==> src/rtl/id_alu_pkg.sv <==
// Shared encodings for the ID-stage ALU-op decoder: RV32I opcode/func fields and ALU op codes.
// Codes 13..20 are only produced when ID_ALU_MEXT_EN is defined.
package id_alu_pkg;

    typedef logic [4:0] alu_code_t;

    localparam logic [6:0] OPC_OP     = 7'b0110011;
    localparam logic [6:0] OPC_OP_IMM = 7'b0010011;
    localparam logic [6:0] OPC_BRANCH = 7'b1100011;
    localparam logic [6:0] OPC_JAL    = 7'b1101111;
    localparam logic [6:0] OPC_JALR   = 7'b1100111;
    localparam logic [6:0] OPC_LOAD   = 7'b0000011;
    localparam logic [6:0] OPC_STORE  = 7'b0100011;
    localparam logic [6:0] OPC_AUIPC  = 7'b0010111;
    localparam logic [6:0] OPC_LUI    = 7'b0110111;

    localparam logic [2:0] F3_ADD_SUB = 3'b000;
    localparam logic [2:0] F3_SLL     = 3'b001;
    localparam logic [2:0] F3_SLT     = 3'b010;
    localparam logic [2:0] F3_SLTU    = 3'b011;
    localparam logic [2:0] F3_XOR     = 3'b100;
    localparam logic [2:0] F3_SR      = 3'b101;
    localparam logic [2:0] F3_OR      = 3'b110;
    localparam logic [2:0] F3_AND     = 3'b111;

    localparam logic [2:0] F3_BEQ     = 3'b000;
    localparam logic [2:0] F3_BNE     = 3'b001;
    localparam logic [2:0] F3_BLT     = 3'b100;
    localparam logic [2:0] F3_BGE     = 3'b101;
    localparam logic [2:0] F3_BLTU    = 3'b110;
    localparam logic [2:0] F3_BGEU    = 3'b111;
    localparam logic [2:0] F3_JALR    = 3'b000;

    localparam logic [6:0] F7_BASE    = 7'b0000000;
    localparam logic [6:0] F7_ALT     = 7'b0100000;
    localparam logic [6:0] F7_MEXT    = 7'b0000001;

    localparam alu_code_t ALU_OP_ADD    = 5'd0;
    localparam alu_code_t ALU_OP_SUB    = 5'd1;
    localparam alu_code_t ALU_OP_AND    = 5'd2;
    localparam alu_code_t ALU_OP_OR     = 5'd3;
    localparam alu_code_t ALU_OP_XOR    = 5'd4;
    localparam alu_code_t ALU_OP_LT     = 5'd5;
    localparam alu_code_t ALU_OP_JUMP   = 5'd6;
    localparam alu_code_t ALU_OP_SLL    = 5'd7;
    localparam alu_code_t ALU_OP_SRL    = 5'd8;
    localparam alu_code_t ALU_OP_NOPE   = 5'd9;
    localparam alu_code_t ALU_OP_SRA    = 5'd10;
    localparam alu_code_t ALU_OP_LTU    = 5'd11;
    localparam alu_code_t ALU_OP_PASS_B = 5'd12;
    localparam alu_code_t ALU_OP_MUL    = 5'd13;
    localparam alu_code_t ALU_OP_MULH   = 5'd14;
    localparam alu_code_t ALU_OP_MULHSU = 5'd15;
    localparam alu_code_t ALU_OP_MULHU  = 5'd16;
    localparam alu_code_t ALU_OP_DIV    = 5'd17;
    localparam alu_code_t ALU_OP_DIVU   = 5'd18;
    localparam alu_code_t ALU_OP_REM    = 5'd19;
    localparam alu_code_t ALU_OP_REMU   = 5'd20;

    // func3 map shared by OP and OP-IMM before the func7 variants are applied.
    function automatic alu_code_t alu_base_op(input logic [2:0] func3);
        alu_code_t op;
        case (func3)
            F3_ADD_SUB: op = ALU_OP_ADD;
            F3_SLL:     op = ALU_OP_SLL;
            F3_SLT:     op = ALU_OP_LT;
            F3_SLTU:    op = ALU_OP_LTU;
            F3_XOR:     op = ALU_OP_XOR;
            F3_SR:      op = ALU_OP_SRL;
            F3_OR:      op = ALU_OP_OR;
            default:    op = ALU_OP_AND;
        endcase
        return op;
    endfunction

endpackage

==> src/rtl/id_alu_op_decode.sv <==
// Combinational RV32I decode of (opcode, func3, func7) into ALU op, branch-invert and illegal flags.
// ID_ALU_MEXT_EN enables the M-extension codes for OP with func7=0000001.
module id_alu_op_decode
    import id_alu_pkg::*;
#(
    parameter int ALU_OP_W = 5
) (
    input  logic [6:0]          opcode,
    input  logic [2:0]          func3,
    input  logic [6:0]          func7,
    output logic [ALU_OP_W-1:0] alu_op,
    output logic                br_inv,
    output logic                illegal
);

    alu_code_t code;
    logic      inv;
    logic      ill;

    always_comb begin
        code = ALU_OP_ADD;
        inv  = 1'b0;
        ill  = 1'b0;
        case (opcode)
            OPC_OP: begin
                if (func7 == F7_MEXT) begin
`ifdef ID_ALU_MEXT_EN
                    code = ALU_OP_MUL + alu_code_t'(func3);
`else
                    ill = 1'b1;
`endif
                end else if (func7 == F7_BASE || func7 == F7_ALT) begin
                    code = alu_base_op(func3);
                    if (func7 == F7_ALT && func3 == F3_ADD_SUB) code = ALU_OP_SUB;
                    if (func7 == F7_ALT && func3 == F3_SR)      code = ALU_OP_SRA;
                end else begin
                    ill = 1'b1;
                end
            end
            OPC_OP_IMM: begin
                // Only the shift immediates carry func7; other func3 values use those bits as imm.
                code = alu_base_op(func3);
                if (func3 == F3_SLL && func7 != F7_BASE) ill = 1'b1;
                if (func3 == F3_SR) begin
                    if (func7 == F7_ALT)       code = ALU_OP_SRA;
                    else if (func7 != F7_BASE) ill = 1'b1;
                end
            end
            OPC_BRANCH: begin
                case (func3)
                    F3_BEQ:  code = ALU_OP_SUB;
                    F3_BNE:  begin code = ALU_OP_SUB; inv = 1'b1; end
                    F3_BLT:  code = ALU_OP_LT;
                    F3_BGE:  begin code = ALU_OP_LT;  inv = 1'b1; end
                    F3_BLTU: code = ALU_OP_LTU;
                    F3_BGEU: begin code = ALU_OP_LTU; inv = 1'b1; end
                    default: ill = 1'b1;
                endcase
            end
            OPC_JAL:  code = ALU_OP_JUMP;
            OPC_JALR: begin
                if (func3 == F3_JALR) code = ALU_OP_JUMP;
                else                  ill = 1'b1;
            end
            OPC_LOAD, OPC_STORE, OPC_AUIPC: code = ALU_OP_ADD;
            OPC_LUI:  code = ALU_OP_PASS_B;
            default:  ill = 1'b1;
        endcase
        if (ill) begin
            code = ALU_OP_NOPE;
            inv  = 1'b0;
        end
    end

    assign alu_op  = ALU_OP_W'(code);
    assign br_inv  = inv;
    assign illegal = ill;

endmodule

==> src/rtl/id_alu_op_stage.sv <==
// Registered ID-stage ALU-op decoder with a 2-entry skid buffer (main M, skid S) and EX flush.
// ID_ALU_MEXT_EN enables M-extension decode and requires ALU_OP_W >= 5.
module id_alu_op_stage
    import id_alu_pkg::*;
#(
    parameter int ALU_OP_W = 5,
    parameter int TAG_W    = 5
) (
    input  logic                clk,
    input  logic                rst,
    input  logic                flush,
    input  logic                in_valid,
    output logic                in_ready,
    input  logic [6:0]          in_opcode,
    input  logic [2:0]          in_func3,
    input  logic [6:0]          in_func7,
    input  logic [TAG_W-1:0]    in_tag,
    output logic                out_valid,
    input  logic                out_ready,
    output logic [ALU_OP_W-1:0] out_alu_op,
    output logic                out_br_inv,
    output logic                out_illegal,
    output logic [TAG_W-1:0]    out_tag
);

    if (ALU_OP_W < 4) begin : g_width_chk
        $error("id_alu_op_stage: ALU_OP_W must be at least 4");
    end
`ifdef ID_ALU_MEXT_EN
    if (ALU_OP_W < 5) begin : g_mext_width_chk
        $error("id_alu_op_stage: ALU_OP_W must be at least 5 with ID_ALU_MEXT_EN");
    end
`endif

    typedef struct packed {
        logic [ALU_OP_W-1:0] alu_op;
        logic                br_inv;
        logic                illegal;
        logic [TAG_W-1:0]    tag;
    } entry_t;

    entry_t              in_ent;
    logic [ALU_OP_W-1:0] dec_op;
    logic                dec_inv;
    logic                dec_ill;

    entry_t m_q, m_d, s_q, s_d;
    logic   m_valid_q, m_valid_d;
    logic   s_valid_q, s_valid_d;
    logic   in_ready_q, in_ready_d;
    logic   accept, drain;

    id_alu_op_decode #(
        .ALU_OP_W (ALU_OP_W)
    ) u_decode (
        .opcode  (in_opcode),
        .func3   (in_func3),
        .func7   (in_func7),
        .alu_op  (dec_op),
        .br_inv  (dec_inv),
        .illegal (dec_ill)
    );

    assign in_ent = '{alu_op: dec_op, br_inv: dec_inv, illegal: dec_ill, tag: in_tag};

    // Handshakes: a transfer happens on a rising edge where valid and ready are both 1;
    // flush that cycle cancels the input transfer and empties the stage.
    assign accept = in_valid && in_ready_q && !flush;
    assign drain  = m_valid_q && out_ready;

    always_comb begin
        m_d       = m_q;
        s_d       = s_q;
        m_valid_d = m_valid_q;
        s_valid_d = s_valid_q;
        if (flush) begin
            m_valid_d = 1'b0;
            s_valid_d = 1'b0;
        end else begin
            if (drain) m_valid_d = 1'b0;
            // in_ready_q is low whenever S holds data, so accept and S refill never coincide.
            if (s_valid_q) begin
                if (drain) begin
                    m_d       = s_q;
                    m_valid_d = 1'b1;
                    s_valid_d = 1'b0;
                end
            end else if (accept) begin
                if (!m_valid_q || drain) begin
                    m_d       = in_ent;
                    m_valid_d = 1'b1;
                end else begin
                    s_d       = in_ent;
                    s_valid_d = 1'b1;
                end
            end
        end
        in_ready_d = !s_valid_d;
    end

    always_ff @(posedge clk or posedge rst) begin
        if (rst) begin
            m_q        <= '0;
            s_q        <= '0;
            m_valid_q  <= 1'b0;
            s_valid_q  <= 1'b0;
            in_ready_q <= 1'b1;
        end else begin
            m_q        <= m_d;
            s_q        <= s_d;
            m_valid_q  <= m_valid_d;
            s_valid_q  <= s_valid_d;
            in_ready_q <= in_ready_d;
        end
    end

    assign in_ready    = in_ready_q;
    assign out_valid   = m_valid_q;
    assign out_alu_op  = m_valid_q ? m_q.alu_op : ALU_OP_W'(ALU_OP_NOPE);
    assign out_br_inv  = m_valid_q && m_q.br_inv;
    assign out_illegal = m_valid_q && m_q.illegal;
    assign out_tag     = m_valid_q ? m_q.tag : '0;

endmodule

==> config.mk <==
export PLATFORM = sky130hd
export DESIGN_NAME = id_alu_op_stage
export DESIGN_NICKNAME = d
export VERILOG_FILES = /design/src/rtl/id_alu_pkg.sv /design/src/rtl/id_alu_op_decode.sv /design/src/rtl/id_alu_op_stage.sv
export SDC_FILE = /design/constraint.sdc
export NUM_CORES = 1
export LEC_CHECK = 0
export CAP_MARGIN = 5
export CELL_PAD_IN_SITES_DETAIL_PLACEMENT = 1
export CELL_PAD_IN_SITES_GLOBAL_PLACEMENT = 2
export CORE_MARGIN = 1
export CORE_UTILIZATION = 41
export CTS_CLUSTER_SIZE = 12
export DETAILED_ROUTE_END_ITERATION = 10
export DONT_BUFFER_PORTS = 1
export PLACE_DENSITY_LB_ADDON = 0.12
export SYNTH_ARGS = -nofsm -noshare
export SYNTH_HDL_FRONTEND = slang
export SYNTH_SLANG_ARGS = --single-unit
==> constraint.sdc <==
create_clock -name clk -period 2.5 [get_ports clk]
set_input_delay 0.375 -clock clk [delete_from_list [all_inputs] [get_ports clk]]
set_output_delay 0.375 -clock clk [all_outputs]
set_load 0.02 [all_outputs]
# ---- After elaboration in Yosys (flattened, before gate mapping)
# Index checks and enable logic that the tools add are counted.
dict set report word_totals {
  ff_bits 27
  latch_bits 0
  mem_bits_rw 0
  romBits 0
  in_bits 27
  output_inout_bits 14
  elab_cells 99
  n_memories 0
}
dict set report op_classes {
  n_addsub 0
  n_mul 0
  div 0
  magnitude_cmp 0
  eq_ne 19
  shifts 0
  mux 40
  bitwise 3
  n_reduce_logical 26
}
# operator count
set op_table {}
lappend op_table {{two-way mux 12 bit} 4}
lappend op_table {{two-way mux 5 bit} 6}
lappend op_table {{case mux 5 bit (6 select lines)} 1}
lappend op_table {{equality test 7 x 6 -> 1 bit (second input constant)} 4}
lappend op_table {{case mux 4 bit (7 select lines)} 1}
lappend op_table {{two-way mux 1 bit} 22}
lappend op_table {{equality test 7 bit (second input constant)} 3}
lappend op_table {{equality test 7 x 5 -> 1 bit (second input constant)} 2}
lappend op_table {{equality test 3 bit (second input constant)} 4}
lappend op_table {{two-way mux 4 bit} 3}
lappend op_table {{case mux 4 bit (3 select lines)} 1}
lappend op_table {{logical AND 1 bit} 8}
lappend op_table {{AND reduction 4 bit} 2}
lappend op_table {{equality test 7 x 1 -> 1 bit (second input constant)} 1}
lappend op_table {{equality test 7 x 2 -> 1 bit (second input constant)} 1}
lappend op_table {{logical NOT 7 bit} 1}
lappend op_table {{nonzero test 7 bit} 1}
lappend op_table {{equality test 3 x 2 -> 1 bit (second input constant)} 2}
lappend op_table {{OR reduction 2 bit} 3}
lappend op_table {{OR reduction 6 bit} 1}
lappend op_table {{case mux 1 bit (5 select lines)} 1}
lappend op_table {{OR reduction 5 bit} 1}
lappend op_table {{nonzero test 2 bit} 2}
lappend op_table {{equality test 3 x 1 -> 1 bit (second input constant)} 1}
lappend op_table {{7 further kinds} 12}

# ---- Logic depth before layout (Yosys ltp)
dict set report logic_depth {
  word_depth 11
  ltp_mapped 7
  mapped_depth_nobuf 6
}

# ---- By module
# From an unflattened synthesis, not the netlist that was laid out.
dict set report hier_totals {
  hier_cells 160
  hier_area_um2 1785.5
}
# module instances cells_per_inst area_each_um2 seq_area_each_um2
set modules_own_cells {}
lappend modules_own_cells {id_alu_op_stage 1 93 1327.5 676.9}
lappend modules_own_cells {id_alu_op_decode 1 67 457.9 0.0}

# ---- Worst setup path after synthesis
# OpenSTA, ideal clock, no wires.
dict set report synth_path {
  path_kind {input -> register}
  from {in in_opcode[3]}
  to {reg m_q[8] in the netlist's numbering}
  setup_ns 0.073
  arrival_time_ns 1.580
  required_ns 2.427
  slack_ns 0.847
  stages 6
  n_path_buf 1
  cell_sequence {clkbuf_8 nor4_4 and2_4 a22oi_2 or3_1 a21oi_2}
}
dict set report synth_via {
  elab_chain_len 7
  elab_cells_between_ends 16
  cone_classes {eq/ne: 9; mux: 6; reduce/logical: 1}
}
# element line
set synth_lines {}
lappend synth_lines {{start: declaration} id_alu_op_stage.sv:14} ;# input logic [6:0] in_opcode,
lappend synth_lines {{equality test 7 bit, or another cell as far along} id_alu_op_decode.sv:24} ;# case (opcode)
lappend synth_lines {{OR reduction 5 bit (no line)} n/a}
lappend synth_lines {{case mux 1 bit (5 select lines)} id_alu_op_decode.sv:24}
lappend synth_lines {{two-way mux 5 bit *} id_alu_op_decode.sv:69} ;# if (ill) begin
lappend synth_lines {{two-way mux 12 bit *} id_alu_op_stage.sv:89} ;# if (!m_valid_q || drain) begin
lappend synth_lines {{two-way mux 12 bit *} id_alu_op_stage.sv:88} ;# end else if (accept) begin
lappend synth_lines {{two-way mux 12 bit *} id_alu_op_stage.sv:82} ;# if (s_valid_q) begin
lappend synth_lines {{end signal: assignment} id_alu_op_stage.sv:109} ;# m_q <= m_d;
lappend synth_lines {{end: declaration} id_alu_op_stage.sv:47} ;# entry_t m_q, m_d, s_q, s_d;
# Every way passes the cells marked *; elsewhere a longest branch is shown, timed or not. The select of a mux whose other input is x is not followed.
# A chain may end at the register's enable or synchronous reset.

# ---- Worst setup path after layout
dict set report layout_path {
  from {reg in_ready_q, in the netlist in_ready}
  to {reg s_q[4] in the netlist's numbering}
}
dict set report layout_via {
  elab_chain_len 3
}
# element line
set layout_lines {}
lappend layout_lines {{start: declaration} id_alu_op_stage.sv:50} ;# logic in_ready_q, in_ready_d;
lappend layout_lines {{start signal: assignment} id_alu_op_stage.sv:113} ;# in_ready_q <= in_ready_d;
lappend layout_lines {{logical AND 1 bit (2 in series)} id_alu_op_stage.sv:68} ;# assign accept = in_valid && in_ready_q && !flush;
lappend layout_lines {{AND reduction 4 bit (no line)} n/a}
lappend layout_lines {{end signal: assignment} id_alu_op_stage.sv:104} ;# s_q <= '0;
lappend layout_lines {{end signal: assignment} id_alu_op_stage.sv:110} ;# s_q <= s_d;
lappend layout_lines {{end: declaration} id_alu_op_stage.sv:47}
# No other way between the ends.

==> results.sh <==
export IMPL_p_switching_mw=0.2595
export IMPL_die_w_um=65.45
export IMPL_synth_top_area_share_pct=36.39
export IMPL_min_from="flush"
export IMPL_cts_max_path_buffers=2
export IMPL_diodes=0
export IMPL_cts_made_buffers=3
export IMPL_gp_congestion=0.8027
export IMPL_finalNetCount=191
export IMPL_row_count=22
export IMPL_internal_power_mw=0.6513
export IMPL_dieArea_sq_um=4283
export IMPL_cts_sinks=25
export IMPL_hp_class="input port to register"
export IMPL_wl_per_cell_um=16.43
export IMPL_clk_pin_slew_ps=90
export IMPL_port_buffers=0
export IMPL_pin_count=41
export IMPL_synth_nets=195
export IMPL_comb_power_share_pct=18.3
export IMPL_synthCells=168
export IMPL_syn_cell_area_sq_um=1650
export IMPL_n_fill_cell=445
export IMPL_max_freq_ghz=0.5178
export IMPL_drt_total_wl_um=3466
export IMPL_setup_violations=0
export IMPL_tns_ps=0
export IMPL_async_flop_share_pct=100.0
export IMPL_hold_path_endpoint="out_valid"
export IMPL_outcome="finished clean"
export IMPL_rsz0062_at_grt="false"
export IMPL_grt_pass1_wl_um=5920
export IMPL_end_kind="register"
export IMPL_ys_seq_area_share_pct=37.98
export IMPL_drc=0
export IMPL_drt_pass1_iter_count=4
export IMPL_hold_buffers=0
export IMPL_grt_overflow=0
export IMPL_synth_flop_cell="dfrtp_1"
export IMPL_cts_tree="built"
export IMPL_hold_viol=0
export IMPL_areaGrowthSynthToFinish_pct=1.137
export IMPL_power_frac_clock_pct=26.5
export IMPL_met1_usage_pct=22.69
export IMPL_die_y_um=65.45
export IMPL_vias_per_cell=5.725
export IMPL_switching_share_pct=28.49
export IMPL_worstSetupPathType="register to register"
export IMPL_synthDistinctLibCells=55
export IMPL_reg2reg_depth=3
export IMPL_grt_use_met3_pct=2.431
export IMPL_ctsResizeCount=0
export IMPL_hpwl_um=2660
export IMPL_drtIter0Drc=58
export IMPL_utilization_pct=44.26
export IMPL_ant_nets=0
export IMPL_first_global_vias=1227
export IMPL_r2r_start="in_ready"
export IMPL_htree_levels=1
export IMPL_core_region_area_sq_um=3771
export IMPL_hold_path_depth=1
export IMPL_critPathLaunch="in_ready"
export IMPL_grt_antenna_before_repair=0
export IMPL_top_usage_layer="met2"
export IMPL_grt_util_all_layers_pct=17.99
export IMPL_slew_viol_final=0
export IMPL_synth_edf_count=0
export IMPL_synth_area_top_cells="dfrtp_1 36%, nand2_1 4.5%, mux2_1 4.1%"
export IMPL_critPathMaxFanout=17
export IMPL_grt_max_degree=26
export IMPL_worst_pin_slew_ps=935.2
export IMPL_dr_total_vias=1208
export IMPL_fin_crit_ps=1931
export IMPL_p_leak_nw=0.6533
export IMPL_worstSetupStartpointType="register"
export IMPL_regArea_sq_um=626.9
export IMPL_ys_warn_count=0
export IMPL_ys_top_cells_by_count="24 x dfrtp_1, 20 x nand2_1, 13 x o21ai_0"
export IMPL_grtUsageMet2_pct=30.67
export IMPL_seqPwrFrac_pct=55.2
export IMPL_skew_ps=0.6635
export IMPL_post_cts_buffers=0
export IMPL_yosysTopAreaCell="dfrtp_1"
export IMPL_power_density_nw_per_um2=545.7
export IMPL_avgSynthCellArea_sq_um=9.823
export IMPL_max_slew_margin_pct=37.58
export IMPL_crit_arrival_ps=2080
export IMPL_worstPathRequired_ps=2650
export IMPL_post_route_period_util_pct=77.25
export IMPL_vdd_drop_max_uv=192.6
export IMPL_clock_tree_root_cell="clkbuf_8"
export IMPL_ys_seq_elements=25
export IMPL_reg2reg_slack_ps=570
export IMPL_maxCapViolCount=0
export IMPL_insertion_delay_ps=270
export IMPL_layout_drive_gt1_share_pct=14.72
export IMPL_multi_input_area_sq_um=902.1
export IMPL_reg2reg_to="s_q[4]"
export IMPL_start_util_pct=43.76
export IMPL_yosysMostFrequentCell="dfrtp_1"
==> logic make-up after synthesis <==
group	share of synthesized area (%)
other cells	0.2272
simple gates	25.47
mux	7.733
flops	37.98
buf+inv	7.354
xor+xnor	0.5308
compound gates	20.70
==> through the flow <==
step	total power, mW	cells	worst slack (ps)	area (sq um)	hold WS [ps]
after floorplan	0.6616	168	846.8	1650	401.6
after global placement	0.6736	207	617.1	1623	446.0
after detailed placement	0.6838	207	562.9	1623	448.9
after CTS	0.9215	211	552.5	1669	158.2
after global routing	0.9662	211	497.4	1669	154.1
final	0.9108	211	568.7	1669	162.9
==> worst max path at each step <==
stage,end
after detailed placement,s_q[2]
after CTS,s_q[2]
after global routing,s_q[2]
final,s_q[4]
after global placement,s_q[0]
after floorplan,m_q[8]
==> final cells by class <==
type                            instances  share of cell area, %
Inverter                                5                  1.124
Clock inverter                          1                 0.2999
Clock buffer                            3                  2.474
Tap cell                               48                  3.598
Timing Repair Buffer                    2                 0.8996
Sequential cell                        25                  37.56
Multi-Input combinational cell        127                  54.05
==> registers in the layout, indices dropped and copies added (netlist names) <==
register / flops
s_valid_q: 1
m_q: 11
s_q: 11
out_valid: 1
in_ready: 1
==> routing by layer <==
layer	wire [um]	part of all wire, %
met2	1732	50
met5	0	0
met3	152	4.4
met4	34	0.98
met1	1547	45
==> critical path, cell delays in order (launching register included) <==
cell and delay, ps:
dfstp_2 620, nand3b_4 110, or3b_1 660, mux2_1 430
==> layout by cell type, fill, tap and decap left out, types with 2 or more instances in the layout <==
master,n
o21ai_0,13
o211ai_1,3
nor4_4,2
nand2_1,20
nor2_1,6
nand3_1,7
a21oi_1,4
a211oi_1,3
clkbuf_8,3
inv_1,5
mux2i_1,6
dfrtp_1,24
nand2b_1,3
o31ai_1,4
nand3b_1,2
and2_1,9
nor3b_1,2
and2b_1,2
buf_4,2
mux2_1,6
o21ai_1,4
==> power by group through the flow <==
| stage | combinational (mW) | clock (mW) | sequential (mW) |
|---|---|---|---|
| after floorplan | 0.158 | 0 | 0.504 |
| after global placement | 0.165 | 0 | 0.508 |
| after detailed placement | 0.172 | 0 | 0.512 |
| after CTS | 0.172 | 0.246 | 0.504 |
| after global routing | 0.191 | 0.263 | 0.512 |
| final | 0.167 | 0.241 | 0.503 |
(Power assumes the default switching activity.)
